File: config.mk
export PLATFORM = sky130hd
export DESIGN_NAME = seq_shift_unit_32bit_flat
export DESIGN_NICKNAME = d
export VERILOG_FILES = /design/src/rtl/seq_shift_unit_32bit_if.sv /design/src/rtl/seq_shift_unit_32bit.sv /design/src/flat_wrapper.sv
export SDC_FILE = /design/constraint.sdc
export NUM_CORES = 1
export LEC_CHECK = 0
export ABC_AREA = 1
export CAP_MARGIN = 0
export CORE_AREA = 2 2 145 76
export DETAILED_ROUTE_END_ITERATION = 8
export DIE_AREA = 0 0 147 78
export DONT_BUFFER_PORTS = 1
export GPL_TIMING_DRIVEN = 0
export PLACE_DENSITY = 0.5
export SKIP_LAST_GASP = 1
export SLEW_MARGIN = 25
export SYNTH_ARGS = -nofsm -noshare
export SYNTH_HDL_FRONTEND = slang
export SYNTH_SLANG_ARGS = --single-unit
File: constraint.sdc
create_clock -name clk -period 1.51 [get_ports clk]
set_input_delay 0.2265 -clock clk [delete_from_list [all_inputs] [get_ports clk]]
set_output_delay 0.2265 -clock clk [all_outputs]
set_load 0.1 [all_outputs]
File: src/rtl/seq_shift_unit_32bit_if.sv
// Controller-side bundle for the sequential shift unit: request fields and handshake/result.
interface seq_shift_unit_32bit_if #(
    parameter int unsigned WIDTH = 32,
    parameter int unsigned AMT_W = 5
);
    logic             start;
    logic [WIDTH-1:0] D;
    logic [AMT_W-1:0] amt;
    logic             C;
    logic [1:0]       mode;
    logic             ready;
    logic             busy;
    logic             done;
    logic [WIDTH-1:0] S;

    modport master (
        output start, D, amt, C, mode,
        input  ready, busy, done, S
    );

    modport slave (
        input  start, D, amt, C, mode,
        output ready, busy, done, S
    );
endinterface

File: src/rtl/seq_shift_unit_32bit.sv
// Multi-cycle shift/rotate engine with start/busy/done handshake.
// Define SHIFT_FAST2_EN to advance two positions per cycle while at least two remain.
module seq_shift_unit_32bit #(
    parameter int unsigned WIDTH = 32,
    parameter int unsigned AMT_W = 5
) (
    input logic                  clk,
    input logic                  rst,
    seq_shift_unit_32bit_if.slave bus
);

    typedef enum logic [1:0] {StIdle, StShift, StDone} state_e;

    state_e           state_q, state_d;
    logic [WIDTH-1:0] sh_q, sh_d;
    logic [AMT_W-1:0] cnt_q, cnt_d;
    logic             dir_q, dir_d;
    logic [1:0]       mode_q, mode_d;
    logic [WIDTH-1:0] s_q, s_d;
    logic             accept;
    logic             shift_last;

    // One position; mode 11 falls through to logical, arithmetic left equals logical left.
    function automatic logic [WIDTH-1:0] step(input logic [WIDTH-1:0] x, input logic left,
                                              input logic [1:0] md);
        logic fill;
        if (left) begin
            fill = (md == 2'b10) ? x[WIDTH-1] : 1'b0;
            return {x[WIDTH-2:0], fill};
        end
        unique case (md)
            2'b01:   fill = x[WIDTH-1];
            2'b10:   fill = x[0];
            default: fill = 1'b0;
        endcase
        return {fill, x[WIDTH-1:1]};
    endfunction

    assign accept = bus.start && (state_q != StShift);

`ifdef SHIFT_FAST2_EN
    assign shift_last = (cnt_q <= AMT_W'(2));
`else
    assign shift_last = (cnt_q == AMT_W'(1));
`endif

    always_ff @(posedge clk) begin
        if (rst) begin
            state_q <= StIdle;
            sh_q    <= '0;
            cnt_q   <= '0;
            dir_q   <= 1'b0;
            mode_q  <= 2'b00;
            s_q     <= '0;
        end else begin
            state_q <= state_d;
            sh_q    <= sh_d;
            cnt_q   <= cnt_d;
            dir_q   <= dir_d;
            mode_q  <= mode_d;
            s_q     <= s_d;
        end
    end

    always_comb begin
        state_d = state_q;
        unique case (state_q)
            StIdle, StDone: begin
                state_d = StIdle;
                if (bus.start) state_d = (bus.amt == '0) ? StDone : StShift;
            end
            StShift: if (shift_last) state_d = StDone;
            default: state_d = StIdle;
        endcase
    end

    always_comb begin
        sh_d   = sh_q;
        cnt_d  = cnt_q;
        dir_d  = dir_q;
        mode_d = mode_q;
        s_d    = s_q;
        if (accept) begin
            sh_d   = bus.D;
            cnt_d  = bus.amt;
            dir_d  = bus.C;
            mode_d = bus.mode;
            if (bus.amt == '0) s_d = bus.D;
        end else if (state_q == StShift) begin
`ifdef SHIFT_FAST2_EN
            if (cnt_q >= AMT_W'(2)) begin
                sh_d  = step(step(sh_q, dir_q, mode_q), dir_q, mode_q);
                cnt_d = cnt_q - AMT_W'(2);
            end else begin
                sh_d  = step(sh_q, dir_q, mode_q);
                cnt_d = cnt_q - AMT_W'(1);
            end
`else
            sh_d  = step(sh_q, dir_q, mode_q);
            cnt_d = cnt_q - AMT_W'(1);
`endif
            if (shift_last) s_d = sh_d;
        end
    end

    always_comb begin
        bus.ready = (state_q != StShift);
        bus.busy  = (state_q == StShift);
        bus.done  = (state_q == StDone);
        bus.S     = s_q;
    end

endmodule

File: src/flat_wrapper.sv
// flat-port wrapper written by rule: the top's interface ports become plain ports
module seq_shift_unit_32bit_flat 
#(
    parameter int unsigned WIDTH = 32,
    parameter int unsigned AMT_W = 5
)
  (clk, rst, bus_start, bus_D, bus_amt, bus_C, bus_mode, bus_ready, bus_busy, bus_done, bus_S);
  seq_shift_unit_32bit_if #(.WIDTH(WIDTH), .AMT_W(AMT_W)) bus_i ();
  input logic clk;
  input logic rst;
  input wire logic [$bits(bus_i.start)-1:0] bus_start;
  input wire logic [$bits(bus_i.D)-1:0] bus_D;
  input wire logic [$bits(bus_i.amt)-1:0] bus_amt;
  input wire logic [$bits(bus_i.C)-1:0] bus_C;
  input wire logic [$bits(bus_i.mode)-1:0] bus_mode;
  output wire logic [$bits(bus_i.ready)-1:0] bus_ready;
  output wire logic [$bits(bus_i.busy)-1:0] bus_busy;
  output wire logic [$bits(bus_i.done)-1:0] bus_done;
  output wire logic [$bits(bus_i.S)-1:0] bus_S;
  assign bus_i.start = bus_start;
  assign bus_i.D = bus_D;
  assign bus_i.amt = bus_amt;
  assign bus_i.C = bus_C;
  assign bus_i.mode = bus_mode;
  assign bus_ready = bus_i.ready;
  assign bus_busy = bus_i.busy;
  assign bus_done = bus_i.done;
  assign bus_S = bus_i.S;
  seq_shift_unit_32bit #(.WIDTH(WIDTH), .AMT_W(AMT_W)) u_core (.clk(clk), .rst(rst), .bus(bus_i));
endmodule
# == Yosys cells after proc, flatten, opt, wreduce, memory -nomap -nowiden ==
# Cells that the tools add are included.
# word_totals
regBits,74
inputBits,43
out_inout_bits,35
wordCells,41
# classes
add_sub_neg,1
n_eq_ne,8
muxes,19
reduce_logical,7
# op_table
cell,n
2-to-1 mux 32 bit,8
2-to-1 mux 5 bit,2
2-to-1 mux 2 bit,3
"equality test 5 x 1 -> 1 bit, second input constant",1
logical NOT 5 bit,1
"subtractor 5 x 1 -> 5 bit, second input constant",1
"equality test 2 x 1 -> 1 bit, second input constant",2
"equality test 2 bit, second input constant",2
2-to-1 mux 1 bit,4
"!= test 2 x 1 -> 1 bit, second input constant",2
case mux 2 bit (2 select lines),1
nonzero test 2 bit,2
AND reduction 3 bit,1
logical NOT 2 bit,1
"!= test 2 bit, second input constant",1
case mux 1 bit (2 select lines),1
OR reduction 2 bit,1
logical AND 1 bit,1

# == Depth between registers and ports, before layout ==
# Gate-level depths: netlist of the first run.
# logic_depth
word_depth,7
ltp_mapped,12
ltp_nobuf,11

# == Worst setup path after synthesis of the first run ==
# No wires, ideal clock.
# synth_path
path_kind,register to register
start,register u_core.state_q[0]
end,"register u_core.s_q[0], in the netlist u_core.bus.S[0]"
setup_time_ps,117
t_arrival_ps,1938
t_required_ps,1393
slack_ps,-545
stages_incl_launch_ff,9
path_buffers,1
period_less_slack_ps,2055
cell_sequence,dfxtp_1 inv_2 nor2_2 nand2_2 nand3_4 inv_2 buf_2 nor2_1 nor2_1
# synth_between
elab_cells_between_ends,8
cone_classes,eq/ne (3); mux (1); reduce/logical (4)
# synth_lines
item,line,source
from (decl),seq_shift_unit_32bit.sv:14,"state_e state_q, state_d;"
from (signal assigned),seq_shift_unit_32bit.sv:49,state_q <= StIdle;
from (signal assigned),seq_shift_unit_32bit.sv:56,state_q <= state_d;
equality test 2 x 1 -> 1 bit,-,
named net bus_busy,flat_wrapper.sv:17,output wire logic [$bits(bus_i.busy)-1:0] bus_busy;
nonzero test 2 bit (no line),-,
AND reduction 3 bit (no line),-,
to (signal assigned),seq_shift_unit_32bit.sv:54,s_q <= '0;
to (signal assigned),seq_shift_unit_32bit.sv:61,s_q <= s_d;
to (decl),seq_shift_unit_32bit.sv:19,"logic [WIDTH-1:0] s_q, s_d;"
# The timed path passes the listed nets, and every way through them passes these cells.
# A chain may end at the register's enable or synchronous reset.

# == Worst setup path in the final report of the first run ==
# layout_path
start,register u_core.state_q[0]
end,"register u_core.s_q[17], in the netlist u_core.bus.S[17]"
# Same word-level chain as after synthesis.

==> impl_metrics.py, run 1 <==
metrics = {
    "synth": {
        "synth_simple_gate_area_share": 0.3630,
        "synthAdderAreaFrac": 0.01257,
        "seq_area_frac_synth": 0.3721,
        "syn_area_per_cell_um2": 6.527,
        "synth-xor-area-share": 0,
        "synth_compound_area_frac": 0.1213,
        "ys_seq_elements": 74,
        "syn_nets": 657,
        "yosysUniqueCellTypes": 21,
        "synth_top_family_by_area": "simple AND/OR/NAND/NOR gates",
        "ys.warnings.count": 0,
        "synth_cells": 610,
        "syn_area_mm2": 0.003981,
        "synth.area.mux_share": 0,
    },
    "routing": {
        "drcViolationCount": 0,
        "drtAntennaViolNets": 0,
        "routedWlPerCell_um": 14.86,
        "wl_um": 11690,
        "vias": 3925,
        "dr.pass1.iters": 4,
        "routed_via_density": 4.987,
        "drt_iter0_drc": 220,
    },
    "cts": {
        "cts_made_buffers": 9,
        "cts_tree": "built",
        "clockBufferDepth": 2,
        "h-tree-depth": 3,
        "clock_latency_ns": 0.34,
        "numClockSinks": 74,
        "cts_root_buf": "clkbuf_16",
        "path_clk_slew_ns": 0.06,
    },
    "global_routing": {
        "antenna_found_initial": 1,
        "grt_pass1_wl_um": 18350,
        "busiest_layer": "met2",
        "overflow": 0,
        "track_usage": 0.2036,
        "met2_usage": 0.3033,
        "grt_max_degree": 13,
        "grt_pass1_vias": 3617,
        "grt_use_met3": 0.06059,
        "grtUsageMet1": 0.2838,
    },
    "place": {
        "dp_hpwl_um": 8027,
        "place.gp.congestion": 0.7805,
        "io_buffer_count": 0,
    },
    "sta": {
        "slew_headroom": 0.5000,
        "fin_skew_ns": 0.006682,
        "min_period_ns": 1.748,
        "worst_slack_ns": -0.2385,
        "maxSlewViolCount": 0,
        "hold_ws_ns": 0.09379,
        "hold_viol_final": 0,
        "setup_tns_ns": -6.794,
        "rsz0062_at_grt": "true",
        "fin_crit_sh": 1.158,
        "worst_pin_slew_ns": 0.7482,
        "fmax_ghz": 0.5719,
        "setup-violations-final": 38,
    },
    "layout": {
        "diodes": 0,
        "fin_nets": 689,
        "syn_to_final_growth_pct": 30.52,
        "utilization": 0.5153,
        "layout_common_cells": "nand2_1, inv_1, nor2_1",
        "layout-drive-gt1-share": 0.2349,
        "final_common_cell": "nand2_1",
    },
    "setup_path": {
        "worstPathArrival_ns": 2.01,
        "crit_top_cell": "nand2_4",
        "cp-end-kind": "register",
        "critical-path-max-stage-delay_ns": 0.58,
        "crit_path_top_delay_cell": "nor2_4",
        "critPathMaxFanout": 6,
        "crit_required_ns": 1.77,
        "crit_family": "simple AND/OR/NAND/NOR gates",
        "critPathKind": "register to register",
        "critPathLaunchType": "register",
        "path_buf_inv": 3,
        "path_cells": "inv_4 -> nor2_4 -> nand2_4 -> nand2_4 -> inv_8 -> buf_6 -> nand3_2 -> nand2_1 -> nor2_1",
    },
    "job": {
        "max_cap_violations": 0,
    },
    "run_status": {
        "violations": "negative setup slack",
        "status": "finished, violations left",
    },
    "hold_path": {
        "hold_path_class": "primary input to register",
    },
    "die": {
        "io_pins": 78,
        "rows": 26,
        "core_mm2": 0.01008,
        "start_util": 0.3948,
        "die_h_um": 78,
        "die_x_um": 147,
        "design.die.area_mm2": 0.01147,
    },
    "power": {
        "powerDensity_mw_per_mm2": 1342,
        "ir_drop_mv": 0.6143,
        "power_leakage_uw": 0.002477,
    },
}
==> cell usage after synthesis <==
| library cell | n | area share |
|---|---|---|
| a31oi_1 | 1 | 0.0016 |
| nand3b_1 | 32 | 0.060 |
| a21oi_1 | 6 | 0.0075 |
| buf_2 | 24 | 0.030 |
| o221ai_1 | 1 | 0.0022 |
| inv_2 | 6 | 0.0057 |
| nand2_2 | 3 | 0.0047 |
| nand3_4 | 1 | 0.0044 |
| nor2_1 | 75 | 0.071 |
| buf_6 | 5 | 0.014 |
| nand2_4 | 1 | 0.0028 |
| o21ai_0 | 38 | 0.048 |
| inv_1 | 73 | 0.069 |
| nand2_1 | 181 | 0.17 |
| clkbuf_1 | 12 | 0.011 |
| nand3_1 | 38 | 0.048 |
| ha_1 | 4 | 0.013 |
| buf_1 | 1 | 0.00094 |
| o211ai_1 | 33 | 0.062 |
| nor2_2 | 1 | 0.0016 |
| dfxtp_1 | 74 | 0.37 |
==> metal layers <==
| layer | share of wire | up-vias |
|---|---|---|
| li1 | - | 1996 |
| met1 | 0.51 | 1808 |
| met2 | 0.41 | 102 |
| met3 | 0.067 | 17 |
| met4 | 0.015 | 2 |
| met5 | 0.0011 | - |
==> timing repair <==
action,CTS,global route
gates resized for setup,75,78
endpoints found under the hold margin,2,0
pin swaps,8,25
endpoints found under the setup margin,85,74
setup buffers,5,5
gates cloned,2,8
hold buffers,1,0
==> sequential cells by signal (all words and copies together) (netlist names) <==
name and cells:
u_core.mode_q 2, u_core.state_q 2, u_core.sh_q 32, u_core.bus.S 32
u_core.dir_q 1, u_core.cnt_q 5
==> path summary, 6_finish.rpt <==
| path | start | to | slack (ns) | cells past startpoint |
|---|---|---|---|---|
| max | u_core.state_q[0] | u_core.bus.S[17] | -0.24 | 9 |
| min | bus_mode[0] | u_core.mode_q[0] | 0.09 | 2 |
| max reg2reg | u_core.state_q[0] | u_core.bus.S[17] | -0.24 | 9 |
| min reg2reg | u_core.mode_q[1] | u_core.mode_q[1] | 0.48 | 2 |
==> power breakdown <==
| group | internal (uW) | leakage (uW) | switching (uW) |
|---|---|---|---|
| sequential | 2190 | 0.000625 | 769 |
| combinational | 712 | 0.00170 | 972 |
| clock | 1490 | 0.000156 | 845 |
| total | 4390 | 0.00248 | 2590 |
==> metrics by stage <==
stage | instances | total power (uW) | setup WS (ns) | cell area (um^2)
floorplan | 610 | 3950 | -0.1584 | 3993
global placement | 750 | 4240 | -0.3306 | 4168
global route | 787 | 7361 | -0.3087 | 5196
detailed placement | 750 | 4251 | -0.3641 | 4168
CTS | 774 | 6760 | -0.2017 | 4750
finish | 787 | 6975 | -0.2385 | 5196
==> cell type report <==
| type | instances | area (um^2) |
|---|---|---|
| Clock inverter | 5 | 77.57 |
| Multi-Input combinational cell | 416 | 2181 |
| Tap cell | 140 | 175.2 |
| Sequential cell | 74 | 1526 |
| Timing Repair Buffer | 20 | 296.5 |
| Buffer | 42 | 385.4 |
| Fill cell | 1048 | 4888 |
| Inverter | 79 | 311.5 |
| Clock buffer | 11 | 242.7 |
==> cells by family (layout without fill, tap and decap cells) <==
kind of cell | count (synthesis) | after routing
AO/OA/AOI/OAI | 79 | 79
adder cells (fa/ha/maj) | 4 | 4
buffers and inverters | 121 | 157
flip-flops | 74 | 74
AND/OR/NAND/NOR | 332 | 333
==> worst reg2reg max path: stages, from the launching register on <==
cell,delay (ns)
dfxtp_4,0.36
inv_4,0.04
nor2_4,0.58
nand2_4,0.15
nand2_4,0.13
inv_8,0.06
buf_6,0.13
nand3_2,0.05
nand2_1,0.06
nor2_1,0.12
Note: power is estimated with default switching activity, not from simulation.
==> inputs of run 2 (changes only) <==
--- a/config.mk
+++ b/config.mk
@@ -7,12 +7,12 @@
 export LEC_CHECK = 0
 export ABC_AREA = 1
 export CAP_MARGIN = 0
-export CORE_AREA = 2 2 145 76
+export CORE_AREA = 2 2 103 105
 export DETAILED_ROUTE_END_ITERATION = 8
-export DIE_AREA = 0 0 147 78
+export DIE_AREA = 0 0 105 107
 export DONT_BUFFER_PORTS = 1
 export GPL_TIMING_DRIVEN = 0
-export PLACE_DENSITY = 0.5
+export PLACE_DENSITY = 0.51
 export SKIP_LAST_GASP = 1
 export SLEW_MARGIN = 25
 export SYNTH_ARGS = -nofsm -noshare
==> run 2 against run 1 <==
  * The flow still finishes with violations (negative setup slack)
  * Combinational power is 8% lower
  * Sequential power about the same
  * Largest cell class unchanged
  * Largest power group unchanged
  * First-iteration DRC count decreased by 28%
  * Clock skew up 0.00050 ns
  * Routed wire length decreased by 6.2%
  * Die area fell by 2.0%
  * Global-route usage grew 0.084 points
  * Non-clock buffer count is 10 lower
  * Worst setup slack worse by 0.022 ns
  * Total power down 12%
  * Cell count fell by 1.9%
==> impl_metrics.py, run 2 (synthesized netlist as in run 1, its figures left out) <==
metrics = {
    "global_routing": {
        "track_usage": 0.2044,
        "overflow": 0,
        "antenna_found_initial": 0,
        "grt_pass1_vias": 3728,
        "grt_max_degree": 13,
        "grt_pass1_wl_um": 18310,
    },
    "cts": {
        "path_clk_slew_ns": 0.08,
        "h-tree-depth": 3,
        "cts_tree": "built",
        "clockBufferDepth": 2,
        "cts_root_buf": "clkbuf_8",
        "cts_made_buffers": 9,
        "clock_latency_ns": 0.37,
        "numClockSinks": 74,
    },
    "die": {
        "start_util": 0.3945,
        "core_mm2": 0.01009,
        "die_h_um": 107,
        "design.die.area_mm2": 0.01124,
        "rows": 37,
        "io_pins": 78,
        "die_x_um": 105,
    },
    "setup_path": {
        "r2r_end": "u_core.bus.S[15]",
        "path_buf_inv": 3,
        "crit_required_ns": 1.81,
        "rr_startpoint": "u_core.state_q[0]",
        "reg2reg_slack_ns": -0.26,
        "crit_top_cell": "nand2_4",
        "critPathMaxFanout": 5,
        "cp-end-kind": "register",
        "crit_path_top_delay_cell": "nor2_4",
        "critPathKind": "register to register",
        "critPathLaunchType": "register",
        "worstPathArrival_ns": 2.07,
        "critical-path-max-stage-delay_ns": 0.58,
        "path_cells": "inv_4 -> nor2_4 -> nand2_4 -> nand2_4 -> inv_6 -> buf_4 -> nand3_1 -> nand2_1 -> nor2_1",
        "r2r_cells": 9,
        "crit_family": "simple AND/OR/NAND/NOR gates",
    },
    "power": {
        "ir_drop_mv": 0.5451,
        "power_leakage_uw": 0.002299,
        "powerDensity_mw_per_mm2": 1266,
    },
    "sta": {
        "maxSlewViolCount": 0,
        "worst_slack_ns": -0.2602,
        "slew_headroom": 0.3438,
        "fin_crit_sh": 1.172,
        "fmax_ghz": 0.5649,
        "rsz0062_at_grt": "true",
        "fin_skew_ns": 0.007183,
        "min_period_ns": 1.770,
        "hold_viol_final": 0,
        "setup-violations-final": 39,
        "worst_pin_slew_ns": 0.9830,
        "hold_ws_ns": 0.05072,
    },
    "routing": {
        "routed_via_density": 4.920,
        "wl_um": 10960,
        "dr.pass1.iters": 4,
        "drtAntennaViolNets": 0,
        "vias": 3798,
        "routedWlPerCell_um": 14.20,
        "drt_iter0_drc": 158,
        "drcViolationCount": 0,
    },
    "run_status": {
        "status": "finished, violations left",
        "violations": "negative setup slack",
    },
    "place": {
        "dp_hpwl_um": 7836,
        "dpl-instance-area_mm2": 0.004163,
        "io_buffer_count": 0,
        "dp.cells": 746,
        "place.gp.congestion": 0.8069,
        "place_ws_ns": -0.4459,
    },
    "hold_path": {
        "hold_start": "bus_mode[0]",
        "holdPathStages": 2,
        "hold_path_class": "primary input to register",
        "holdPathEnd": "u_core.mode_q[0]",
    },
    "layout": {
        "final_common_cell": "nand2_1",
        "syn_to_final_growth_pct": 21.46,
        "nFillCells": 1136,
        "seq_area_mm2": 0.001525,
        "multiInputGateArea_mm2": 0.002155,
        "fin_nets": 678,
        "diodes": 0,
        "layout_common_cells": "nand2_1, inv_1, nor2_1",
        "finalInstanceArea_mm2": 0.004836,
        "fin_cells": 772,
        "layout-drive-gt1-share": 0.2138,
    },
    "job": {
        "max_cap_violations": 0,
    },
}
-- run 2: cell types whose count changed in the layout (fill, tap and decap cells not counted), sizes merged --
cell      before  now
buf           41   37
bufinv         2    1
clkbuf        31   26
clkinv         2    1
clkinvlp       1    2
nand2        186  185
-- run 2: how the worst max path moves through the flow --
stage | from | endpoint | slack (ns) | depth (start not counted)
2_1_floorplan | u_core.state_q[0] | u_core.bus.S[0] | -0.16 | 8
4_1_cts | u_core.state_q[0] | u_core.bus.S[15] | -0.19 | 9
5_1_grt | u_core.state_q[0] | u_core.bus.S[26] | -0.33 | 9
6_report | u_core.state_q[0] | u_core.bus.S[15] | -0.26 | 9
3_5_place_dp | u_core.state_q[0] | u_core.bus.S[26] | -0.45 | 8
3_3_place_gp | u_core.state_q[0] | u_core.bus.S[21] | -0.41 | 8
-- run 2: per-layer routing --
metal  global-route usage  share of wire
met3              0.03769          0.054
met5                    0              0
met1               0.2721           0.47
met2               0.3261           0.46
met4              0.08476          0.015
-- run 2: worst reg2reg max path: stages, from the launching register on --
cell and delay [ns]:
dfxtp_4 0.37, inv_4 0.04, nor2_4 0.58, nand2_4 0.16
nand2_4 0.13, inv_6 0.05, buf_4 0.15, nand3_1 0.06
nand2_1 0.07, nor2_1 0.09
-- run 2: through the flow --
step | util | total power, uW | setup TNS (ns)
after floorplan | - | 3950 | -4.752
after global placement | 0.4125 | 4239 | -12.72
after detailed placement | 0.4125 | 4254 | -13.88
after CTS | 0.4535 | 6006 | -5.802
after global routing | 0.4792 | 6470 | -10.74
final | 0.4792 | 6122 | -7.653
-- run 2: repair_timing --
action,in CTS,in global routing
pin swaps,4,21
setup buffers,5,2
gates resized for setup,57,79
gates cloned,1,1
hold buffers,1,0
hold endpoints to repair,2,0
setup endpoints to repair,88,73
-- run 2: area by class of cell --
class	count	share of cell area
tap	136	0.03519
sequential	74	0.3154
buffer	42	0.07400
inverter	79	0.06391
multi-input combinational	415	0.4455
timing repair buffer	10	0.02354
clock inverter	4	0.01035
clock buffer	12	0.03208
-- run 2: power by group --
group          switching [uW]  internal [uW]  leakage, uW
sequential                758           2190     0.000625
clock                     786            851    0.0000986
combinational             936            603      0.00158
==> inputs of run 3 (changes only) <==
==> constraint.sdc (replaced) <==
create_clock -name clk -period 1.51 [get_ports clk]
set_input_delay 0.151 -clock clk [delete_from_list [all_inputs] [get_ports clk]]
set_output_delay 0.151 -clock clk [all_outputs]
set_load 0.1 [all_outputs]
==> run 3 against run 2 <==
  * The flow still finishes with violations (negative setup slack)
  * Global-route usage up 0.54 points
  * Clock skew fell by 0.0022 ns
  * Register-to-register slack about the same
  * Routed wire length rose by 3.0%
  * Via count is 1.7% higher
  * Die area stayed put
  * Total power increased by 2.1%
==> impl_metrics.py, run 3 (synthesized netlist as in run 1, its figures left out) <==
metrics = {
    "global_routing": {
        "grt_max_degree": 13,
        "antenna_found_initial": 0,
        "overflow": 0,
        "track_usage": 0.2098,
        "grt_pass1_vias": 3753,
        "grt_pass1_wl_um": 18690,
    },
    "die": {
        "design.die.area_mm2": 0.01124,
        "rows": 37,
        "start_util": 0.3945,
        "core_mm2": 0.01009,
        "io_pins": 78,
        "die_x_um": 105,
        "die_h_um": 107,
    },
    "routing": {
        "wl_um": 11290,
        "drtAntennaViolNets": 0,
        "drcViolationCount": 0,
        "vias": 3864,
        "drt_iter0_drc": 164,
        "routed_via_density": 4.922,
        "routedWlPerCell_um": 14.39,
        "dr.pass1.iters": 7,
    },
    "cts": {
        "cts_tree": "built",
        "cts_made_buffers": 9,
        "clock_latency_ns": 0.36,
        "h-tree-depth": 3,
        "cts_root_buf": "clkbuf_8",
        "numClockSinks": 74,
        "clockBufferDepth": 2,
        "path_clk_slew_ns": 0.08,
    },
    "power": {
        "powerDensity_mw_per_mm2": 1233,
        "ir_drop_mv": 0.4861,
        "switchingPower_uw": 2536,
        "share_seq_of_total_power": 0.470,
        "pwr-share-comb": 0.269,
        "p_int_uw": 3716,
        "swShare": 0.4057,
        "p_total_uw": 6252,
        "pwr-share-clk": 0.261,
        "power_leakage_uw": 0.002393,
    },
    "setup_path": {
        "critical-path-max-stage-delay_ns": 0.58,
        "worstPathArrival_ns": 2.04,
        "path_cells": "inv_4 -> nor2_4 -> nand2_4 -> nand3_4 -> inv_8 -> buf_8 -> nor2_1 -> nor2_2",
        "cp-end-kind": "register",
        "crit_required_ns": 1.77,
        "critPathLaunchType": "register",
        "critPathKind": "register to register",
        "crit_path_top_delay_cell": "nor2_4",
        "critPathMaxFanout": 10,
    },
    "sta": {
        "worst_pin_slew_ns": 1.023,
        "worst_slack_ns": -0.2670,
        "rsz0062_at_grt": "true",
        "hold_viol_final": 0,
        "slew_headroom": 0.3170,
        "maxSlewViolCount": 0,
        "min_period_ns": 1.777,
        "hold_ws_ns": 0.01717,
        "fin_skew_ns": 0.005024,
        "fmax_ghz": 0.5627,
        "fin_crit_sh": 1.177,
        "setup-violations-final": 38,
    },
    "place": {
        "place.gp.congestion": 0.8069,
        "io_buffer_count": 0,
        "dp_hpwl_um": 7836,
        "dp.cells": 746,
    },
    "run_status": {
        "status": "finished, violations left",
        "violations": "negative setup slack",
    },
    "layout": {
        "fin_nets": 691,
        "final_common_cell": "nand2_1",
        "syn_to_final_growth_pct": 27.40,
        "layout-drive-gt1-share": 0.2265,
        "diodes": 0,
        "fin_cells": 785,
        "layout_common_cells": "nand2_1, inv_1, dfxtp_1",
    },
    "job": {
        "max_cap_violations": 0,
    },
    "hold_path": {
        "hold_path_class": "primary input to register",
    },
}
## run 3: cell types whose count changed in the layout (fill, tap and decap cells not counted), sizes merged
cell,delta
buf,+7
clkbuf,+1
dlygate4sd3,+5
## run 3: worst max-delay path: cells and delay by family (launching register included)
family                 cells  cell delay, ns
AND/OR/NAND/NOR            5            1.04
flip-flops                 1            0.37
buffers and inverters      3            0.25
## run 3: final timing paths
kind	slack [ns]	cells past startpoint	endpoint	startpoint
worst min-delay path	0.02	4	u_core.cnt_q[1]	bus_amt[1]
worst min register to register	0.49	2	u_core.mode_q[1]	u_core.mode_q[1]
worst max register to register	-0.27	8	u_core.bus.S[26]	u_core.state_q[0]
worst max-delay path	-0.27	8	u_core.bus.S[26]	u_core.state_q[0]
## run 3: repair_timing
action | 4_1_cts | 5_1_grt
pin swaps | 23 | 38
gates resized for setup | 64 | 89
buffers inserted | 5 | 5
cloned | 5 | 2
setup endpoints to repair | 58 | 81
hold endpoints to repair | 7 | 0
hold buffers | 6 | 0
## run 3: power groups by stage
stage | sequential [uW] | combinational, uW | clock (uW)
after floorplan | 2920 | 1030 | 0
after global placement | 2960 | 1280 | 0
after detailed placement | 2970 | 1290 | 0
after CTS | 2930 | 1490 | 1670
after global routing | 2970 | 1890 | 1750
final | 2940 | 1680 | 1630
## run 3: area by class of cell
| cell class | count | area, um^2 |
|---|---|---|
| buffer | 42 | 362.8 |
| clock buffer | 12 | 155.1 |
| clock inverter | 4 | 50.05 |
| fill | 1112 | 5020 |
| inverter | 79 | 314.1 |
| multi-input combinational | 415 | 2247 |
| sequential | 74 | 1500 |
| tap | 136 | 170.2 |
| timing repair buffer | 23 | 272.8 |
## run 3: per-layer routing
layer,vias to the layer above,global-route usage,wire [um]
li1,1993,-,-
met1,1772,0.2829,5299
met2,88,0.3288,5241
met3,11,0.03708,601
met4,0,0.09238,151
met5,-,0,0
## run 3: per-stage QoR
stage / utilization / TNS (ns) / setup slack (ns) / area, um^2
finish: 0.5026 / -7.657 / -0.2670 / 5072
CTS: 0.4681 / -8.654 / -0.2789 / 4725
global route: 0.5026 / -10.92 / -0.3472 / 5072
floorplan: - / -4.752 / -0.1584 / 3993
detailed placement: 0.4125 / -13.88 / -0.4459 / 4163
global placement: 0.4125 / -12.72 / -0.4127 / 4163
